### src/rtl/id_stage_pipe.sv
// id_stage_pipe: RV32I-style decode stage (register file, immediate decode, load-use
// hazard detection, ID/EX pipeline register). Define ID_BYPASS_EN for WB->ID write-through reads.
module id_stage_pipe #(
    parameter int XLEN  = 32,
    parameter int NREGS = 32,
    parameter int AW    = 5
) (
    input  logic            clk,
    input  logic            rst,
    input  logic            id_valid,
    input  logic [31:0]     instr,
    input  logic [XLEN-1:0] pc_in,
    input  logic            ex_stall,
    input  logic            flush,
    input  logic            wb_wr,
    input  logic [AW-1:0]   wb_rd,
    input  logic [XLEN-1:0] wb_data,
    output logic            if_id_write,
    output logic            ex_valid,
    output logic [XLEN-1:0] ex_pc,
    output logic [XLEN-1:0] ex_rs1_data,
    output logic [XLEN-1:0] ex_rs2_data,
    output logic [XLEN-1:0] ex_imm,
    output logic [AW-1:0]   ex_rs1,
    output logic [AW-1:0]   ex_rs2,
    output logic [AW-1:0]   ex_rd,
    output logic [6:0]      ex_opcode,
    output logic [9:0]      ex_funct,
    output logic            ex_mem_read
);

    localparam logic [6:0] OP_LOAD   = 7'b0000011;
    localparam logic [6:0] OP_IMM    = 7'b0010011;
    localparam logic [6:0] OP_JALR   = 7'b1100111;
    localparam logic [6:0] OP_SYSTEM = 7'b1110011;
    localparam logic [6:0] OP_STORE  = 7'b0100011;
    localparam logic [6:0] OP_BRANCH = 7'b1100011;
    localparam logic [6:0] OP_LUI    = 7'b0110111;
    localparam logic [6:0] OP_AUIPC  = 7'b0010111;
    localparam logic [6:0] OP_JAL    = 7'b1101111;

    logic [XLEN-1:0] rf [NREGS];

    logic [AW-1:0]   rs1;
    logic [AW-1:0]   rs2;
    logic [AW-1:0]   rd;
    logic [6:0]      opcode;
    logic [9:0]      funct;
    logic            is_load;
    logic            byp1;
    logic            byp2;
    logic [XLEN-1:0] rs1_val;
    logic [XLEN-1:0] rs2_val;
    logic [31:0]     imm32;
    logic [XLEN-1:0] imm_x;
    logic            hazard;

    // Index bits above AW are dropped, so a smaller regfile aliases the upper names.
    assign rs1     = instr[15 +: AW];
    assign rs2     = instr[20 +: AW];
    assign rd      = instr[7 +: AW];
    assign opcode  = instr[6:0];
    assign funct   = {instr[31:25], instr[14:12]};
    assign is_load = (opcode == OP_LOAD);

    always_ff @(posedge clk or negedge rst) begin
        if (!rst) begin
            for (int i = 0; i < NREGS; i++) begin
                rf[i] <= '0;
            end
        end else if (wb_wr && (wb_rd != '0)) begin
            rf[wb_rd] <= wb_data;
        end
    end

`ifdef ID_BYPASS_EN
    assign byp1 = wb_wr && (wb_rd == rs1);
    assign byp2 = wb_wr && (wb_rd == rs2);
`else
    assign byp1 = 1'b0;
    assign byp2 = 1'b0;
`endif

    always_comb begin
        rs1_val = '0;
        rs2_val = '0;
        if (rs1 != '0) begin
            rs1_val = byp1 ? wb_data : rf[rs1];
        end
        if (rs2 != '0) begin
            rs2_val = byp2 ? wb_data : rf[rs2];
        end
    end

    always_comb begin
        imm32 = '0;
        case (opcode)
            OP_LOAD, OP_IMM, OP_JALR, OP_SYSTEM:
                imm32 = {{20{instr[31]}}, instr[31:20]};
            OP_STORE:
                imm32 = {{20{instr[31]}}, instr[31:25], instr[11:7]};
            OP_BRANCH:
                imm32 = {{19{instr[31]}}, instr[31], instr[7], instr[30:25], instr[11:8], 1'b0};
            OP_LUI, OP_AUIPC:
                imm32 = {instr[31:12], 12'b0};
            OP_JAL:
                imm32 = {{11{instr[31]}}, instr[31], instr[19:12], instr[20], instr[30:21], 1'b0};
            default:
                imm32 = '0;
        endcase
    end

    assign imm_x = XLEN'(signed'(imm32));

    // rs2 is compared even for formats without an rs2 field; a spurious stall is harmless.
    assign hazard = ex_valid & ex_mem_read & id_valid & (ex_rd != '0) &
                    ((ex_rd == rs1) | (ex_rd == rs2));

    assign if_id_write = ~ex_stall & ~(hazard & ~flush);

    always_ff @(posedge clk or negedge rst) begin
        if (!rst) begin
            ex_valid    <= 1'b0;
            ex_pc       <= '0;
            ex_rs1_data <= '0;
            ex_rs2_data <= '0;
            ex_imm      <= '0;
            ex_rs1      <= '0;
            ex_rs2      <= '0;
            ex_rd       <= '0;
            ex_opcode   <= '0;
            ex_funct    <= '0;
            ex_mem_read <= 1'b0;
        end else if (flush) begin
            ex_valid <= 1'b0;
        end else if (!ex_stall) begin
            if (hazard) begin
                ex_valid    <= 1'b0;
                ex_mem_read <= 1'b0;
            end else begin
                ex_valid    <= id_valid;
                ex_pc       <= pc_in;
                ex_rs1_data <= rs1_val;
                ex_rs2_data <= rs2_val;
                ex_imm      <= imm_x;
                ex_rs1      <= rs1;
                ex_rs2      <= rs2;
                ex_rd       <= rd;
                ex_opcode   <= opcode;
                ex_funct    <= funct;
                ex_mem_read <= is_load & id_valid;
            end
        end
    end

endmodule

### config.mk
export PLATFORM = sky130hd
export DESIGN_NAME = id_stage_pipe
export DESIGN_NICKNAME = d
export VERILOG_FILES = /design/src/rtl/id_stage_pipe.sv
export SDC_FILE = /design/constraint.sdc
export NUM_CORES = 2
export LEC_CHECK = 0
export BUFFER_PORTS_ARGS = -buffer_cell sky130_fd_sc_hd__clkbuf_2
export CAP_MARGIN = 20
export CORE_MARGIN = 2
export CORE_UTILIZATION = 46
export CTS_BUF_LIST = sky130_fd_sc_hd__clkbuf_16
export CTS_CLUSTER_SIZE = 25
export DETAILED_ROUTE_END_ITERATION = 10
export HOLD_SLACK_MARGIN = 0.05
export SYNTH_ARGS = -nofsm -noshare
export SYNTH_HDL_FRONTEND = slang
export SYNTH_SLANG_ARGS = --single-unit
### constraint.sdc
create_clock -name clk -period 2.5 [get_ports clk]
set_input_delay 0.125 -clock clk [delete_from_list [all_inputs] [get_ports clk]]
set_output_delay 0.125 -clock clk [all_outputs]
set_load 0.005 [all_outputs]
==> out/summary.txt <==
Final-report hold violation count - 0
Most common cell after layout, fill and taps aside - sky130_fd_sc_hd__dfrtp_1
Worst-case register-to-register setup slack - 0.09 ns
Layout cells sized above 1 - 0.526
Req. time, crit path - 2.38 ns
Hold Path Depth - 2
Post-route setup TNS - 0 ns
Root buffer cell - sky130_fd_sc_hd__clkbuf_16
Gate count after technology mapping - 4017
Dominant synthesized flop cell - sky130_fd_sc_hd__dfrtp_1
Routed wl met3 - 10.4 mm
Hold_sp - wb_data[11]
Actual slew at the worst max-slew pin - 1.14 ns
Leakage power - 31.3 nW
Worst-case headroom to the max-slew limit - 0.242
Total clock sinks - 1186
Horizontal die dimension - 367 µm
Largest fanout on the critical path - 4
Area used by multi-input combinational logic - 29100 µm²
WS Path Type - flop to output pin
Detailed router's first-iteration violation count - 3757
Cell with the most instances on the worst path - sky130_fd_sc_hd__buf_4
Slowest cell on the critical path - sky130_fd_sc_hd__dfrtp_1
Nets - 4442
Share of the yosys chip area belonging to registers - 0.490
Clock Latency Late Sink - 0.77 ns
Hold/Removal Path Class - input port to flop
Number of global-route vias before repair - 39635
DRC violation count after routing - 0
Power density relative to cell area - 785 nW/µm²
P&R area growth vs syn - 17.0%
Area used by sequential logic in the layout - 29700 µm²
HPWL reported at the end of detailed placement - 114 mm
Internal power - 0.0406 W
Number of inserted filler cells in the final layout - 10800
Crit path largest cell delay - 0.39 ns
Antenna violations before repair - 4
Final clock period utilization by the worst path - 0.978
Worst flop-to-flop path endpoint - ex_rs2_data[17]
Post-route ant nets - 0
Reg2Reg Depth - 7
Power share of the clock group - 0.346
Total of flip-flops plus latches after synthesis - 1186
Highest routed layer - met5
RR Startpoint - ex_rd[1]
Peak supply drop - 0.580 mV
Maximum clock path buffer count - 3
Total number of placement rows - 133
Starting density of the core - 0.462
Number of levels the H-tree was split into - 4
Flop pwr share - 0.455
Worst-case hold path end point - rf[459]
P_sw - 0.0151 W
Mapped Avg Cell Area - 15.1 µm²
Routed WL - 188 mm
Synthesized Nets - 4124
Area inside the core boundary - 131000 µm²
Mean routed wirelength per cell - 30.3 µm
Yosys Warn Count - 0
Wire length of the first global-routing pass - 278 mm
Number of port buffers - 269
Gp weighted congestion - 0.819
Arrival time at the worst endpoint - 2.32 ns
Die footprint - 135000 µm²
Max-capacitance violation count - 0
Part of the total power dissipated in combinational logic - 0.199
Ordered cell list for the critical path - buf_4, xor2_2, nor3_2, a22oi_2, buf_4, nor3_1, nor2_1, clkbuf_2
Clock period minus worst slack - 2.44 ns
Post-synth EDFFs - 0
Vias/cell - 6.27
Total global routing track utilization - 0.281
Fraction of registers with async set/reset - 1.00
Top library cells by usage in the layout, fill and taps aside - 1186 x sky130_fd_sc_hd__dfrtp_1, 1047 x sky130_fd_sc_hd__mux2_2, 509 x sky130_fd_sc_hd__mux4_2
Worst clock skew - 0.0237 ns
Number of top-level pins - 270
Netlist area before placement - 60600 µm²
TritonCTS buffer count - 137
Vertical die dimension - 367 µm
Peak clock frequency supported by timing - 409 MHz
Maximum number of pins on one net before global-route repair - 100
CTS clk-pin slew, worst paths - 0.06 ns
Met2 Wirelength - 88.6 mm
M1 wire length - 84.0 mm
CTS tree - built
Crit. End Element - output pin
Count of endpoints failing setup in the final report - 0
Via count - 38855
Number of pins with negative max-slew slack in the final report - 0
Fraction of power spent switching nets - 0.271
First drt pass iteration count - 5
Total congestion overflow - 0
Element type at the critical path start - flop
Count of distinct cell types in the synthesized netlist - 50
Status - finished, final reports clean
Final cell utilization of the core - 0.541
==> how the worst max path moves through the flow <==
stage / from / endpoint / slack (ns) / depth (start not counted)
floorplan: ex_rd[1] / ex_funct[0] / 0.47 / 6
global placement: instr[23] / ex_rs2_data[22] / -0.20 / 7
detailed placement: instr[23] / ex_rs2_data[17] / -0.15 / 7
CTS: ex_rd[1] / if_id_write / 0.004 / 5
global route: ex_rd[2] / if_id_write / -0.008 / 8
finish: ex_rd[2] / if_id_write / 0.06 / 8
==> power groups by stage <==
stage          Combinational (W)  Clock [W]  Sequential (W)
4_1_cts                   0.0112     0.0196          0.0252
6_report                  0.0111     0.0193          0.0253
2_1_floorplan            0.00796          0          0.0247
5_1_grt                   0.0119     0.0204          0.0257
3_5_place_dp              0.0110          0          0.0255
3_3_place_gp              0.0108          0          0.0254
==> per-layer routing <==
layer | up-vias | track usage
met4 | 6 | 0.0828
met5 | - | 0
met2 | 1263 | 0.437
met3 | 287 | 0.0387
li1 | 16029 | -
met1 | 21270 | 0.413
==> critical path: cells and delay by family, from the launching register on <==
family / cells / cell delay [ns]
DFF: 1 / 0.39
and+or+nand+nor: 3 / 0.27
xor gates and xnor gates: 1 / 0.18
AOI/OAI and AO/OA: 1 / 0.22
buffers and inverters: 3 / 0.50
==> registers in the layout, summed over array words and instances (netlist names) <==
| signal | count |
|---|---|
| ex_funct | 10 |
| ex_rs2_data | 32 |
| ex_rd | 5 |
| ex_mem_read | 1 |
| ex_valid | 1 |
| ex_opcode | 7 |
| ex_pc | 32 |
| ex_rs1_data | 32 |
| ex_rs1 | 5 |
| ex_imm | 32 |
| ex_rs2 | 5 |
| rf | 1024 |
==> metrics by stage <==
| stage | hold WS, ns | instance area [µm²] | cells | power (W) | setup WS [ns] |
|---|---|---|---|---|---|
| 2_1_floorplan | -0.171 | 60600 | 4017 | 0.0327 | 0.471 |
| 3_3_place_gp | 0.0612 | 65700 | 5856 | 0.0361 | -0.204 |
| 3_5_place_dp | 0.0642 | 65700 | 5856 | 0.0365 | -0.151 |
| 4_1_cts | 0.0502 | 70900 | 6197 | 0.0560 | 0.00450 |
| 5_1_grt | 0.0891 | 70900 | 6199 | 0.0581 | -0.00826 |
| 6_report | 0.0840 | 70900 | 6199 | 0.0556 | 0.0553 |
==> synthesized netlist by cell type (2+ instances only) <==
master,n,area [µm²]
sky130_fd_sc_hd__buf_4,13,97.6
sky130_fd_sc_hd__nand3_1,13,65.1
sky130_fd_sc_hd__buf_1,71,267
sky130_fd_sc_hd__o22ai_1,52,325
sky130_fd_sc_hd__xor2_1,11,96.3
sky130_fd_sc_hd__a22oi_1,12,90.1
sky130_fd_sc_hd__inv_1,10,37.5
sky130_fd_sc_hd__a211oi_1,6,45.0
sky130_fd_sc_hd__nor3_1,9,45.0
sky130_fd_sc_hd__a21oi_1,91,455
sky130_fd_sc_hd__nor2_1,28,105
sky130_fd_sc_hd__nand2b_1,4,25.0
sky130_fd_sc_hd__o21ai_1,66,330
sky130_fd_sc_hd__dfrtp_1,1186,29700
sky130_fd_sc_hd__mux2_2,1047,11800
sky130_fd_sc_hd__a32o_1,3,30.0
sky130_fd_sc_hd__clkbuf_1,249,935
sky130_fd_sc_hd__o31ai_1,6,45.0
sky130_fd_sc_hd__or4_1,2,15.0
sky130_fd_sc_hd__nand2_1,126,473
sky130_fd_sc_hd__a22o_1,2,17.5
sky130_fd_sc_hd__or3_1,3,18.8
sky130_fd_sc_hd__mux2_1,14,158
sky130_fd_sc_hd__buf_6,28,315
sky130_fd_sc_hd__mux4_2,509,11500
sky130_fd_sc_hd__or2_2,6,37.5
sky130_fd_sc_hd__nand4b_1,3,26.3
sky130_fd_sc_hd__o211ai_1,6,45.0
sky130_fd_sc_hd__buf_2,81,405
sky130_fd_sc_hd__a221oi_1,31,272
sky130_fd_sc_hd__buf_8,5,75.1
sky130_fd_sc_hd__nor3b_1,16,120
sky130_fd_sc_hd__o21ai_0,55,275
sky130_fd_sc_hd__nor4_1,5,31.3
sky130_fd_sc_hd__and2_1,3,18.8
sky130_fd_sc_hd__mux2i_1,204,2040
sky130_fd_sc_hd__nor2b_1,11,68.8
sky130_fd_sc_hd__a221o_1,18,180
==> kinds of logic after synthesis <==
kind of cell,share of synthesized area
XOR/XNOR,0.00159
multiplexers,0.420
buffers and inverters,0.0356
flip-flops,0.490
AO/OA/AOI/OAI,0.0359
AND/OR/NAND/NOR,0.0176
==> final cells by class <==
| type | count | share of cell area |
|---|---|---|
| clock inverters | 104 | 0.00942 |
| clock buffers | 143 | 0.0505 |
| well taps | 1755 | 0.0310 |
| repair buffers | 628 | 0.0795 |
| multi-input cells | 2372 | 0.411 |
| flip-flops and latches | 1186 | 0.419 |
| diodes | 1 | 0.0000353 |
| inverters | 10 | 0.000529 |
==> timing repair <==
action	4_1_cts	5_1_grt
resized for setup	3	6
hold endpoints to repair	1428	0
pin swaps	2	5
buffers inserted	5	1
setup endpoints to repair	1	12
hold buffers	90	0
No activity file was read; power rests on OpenSTA's default activity.
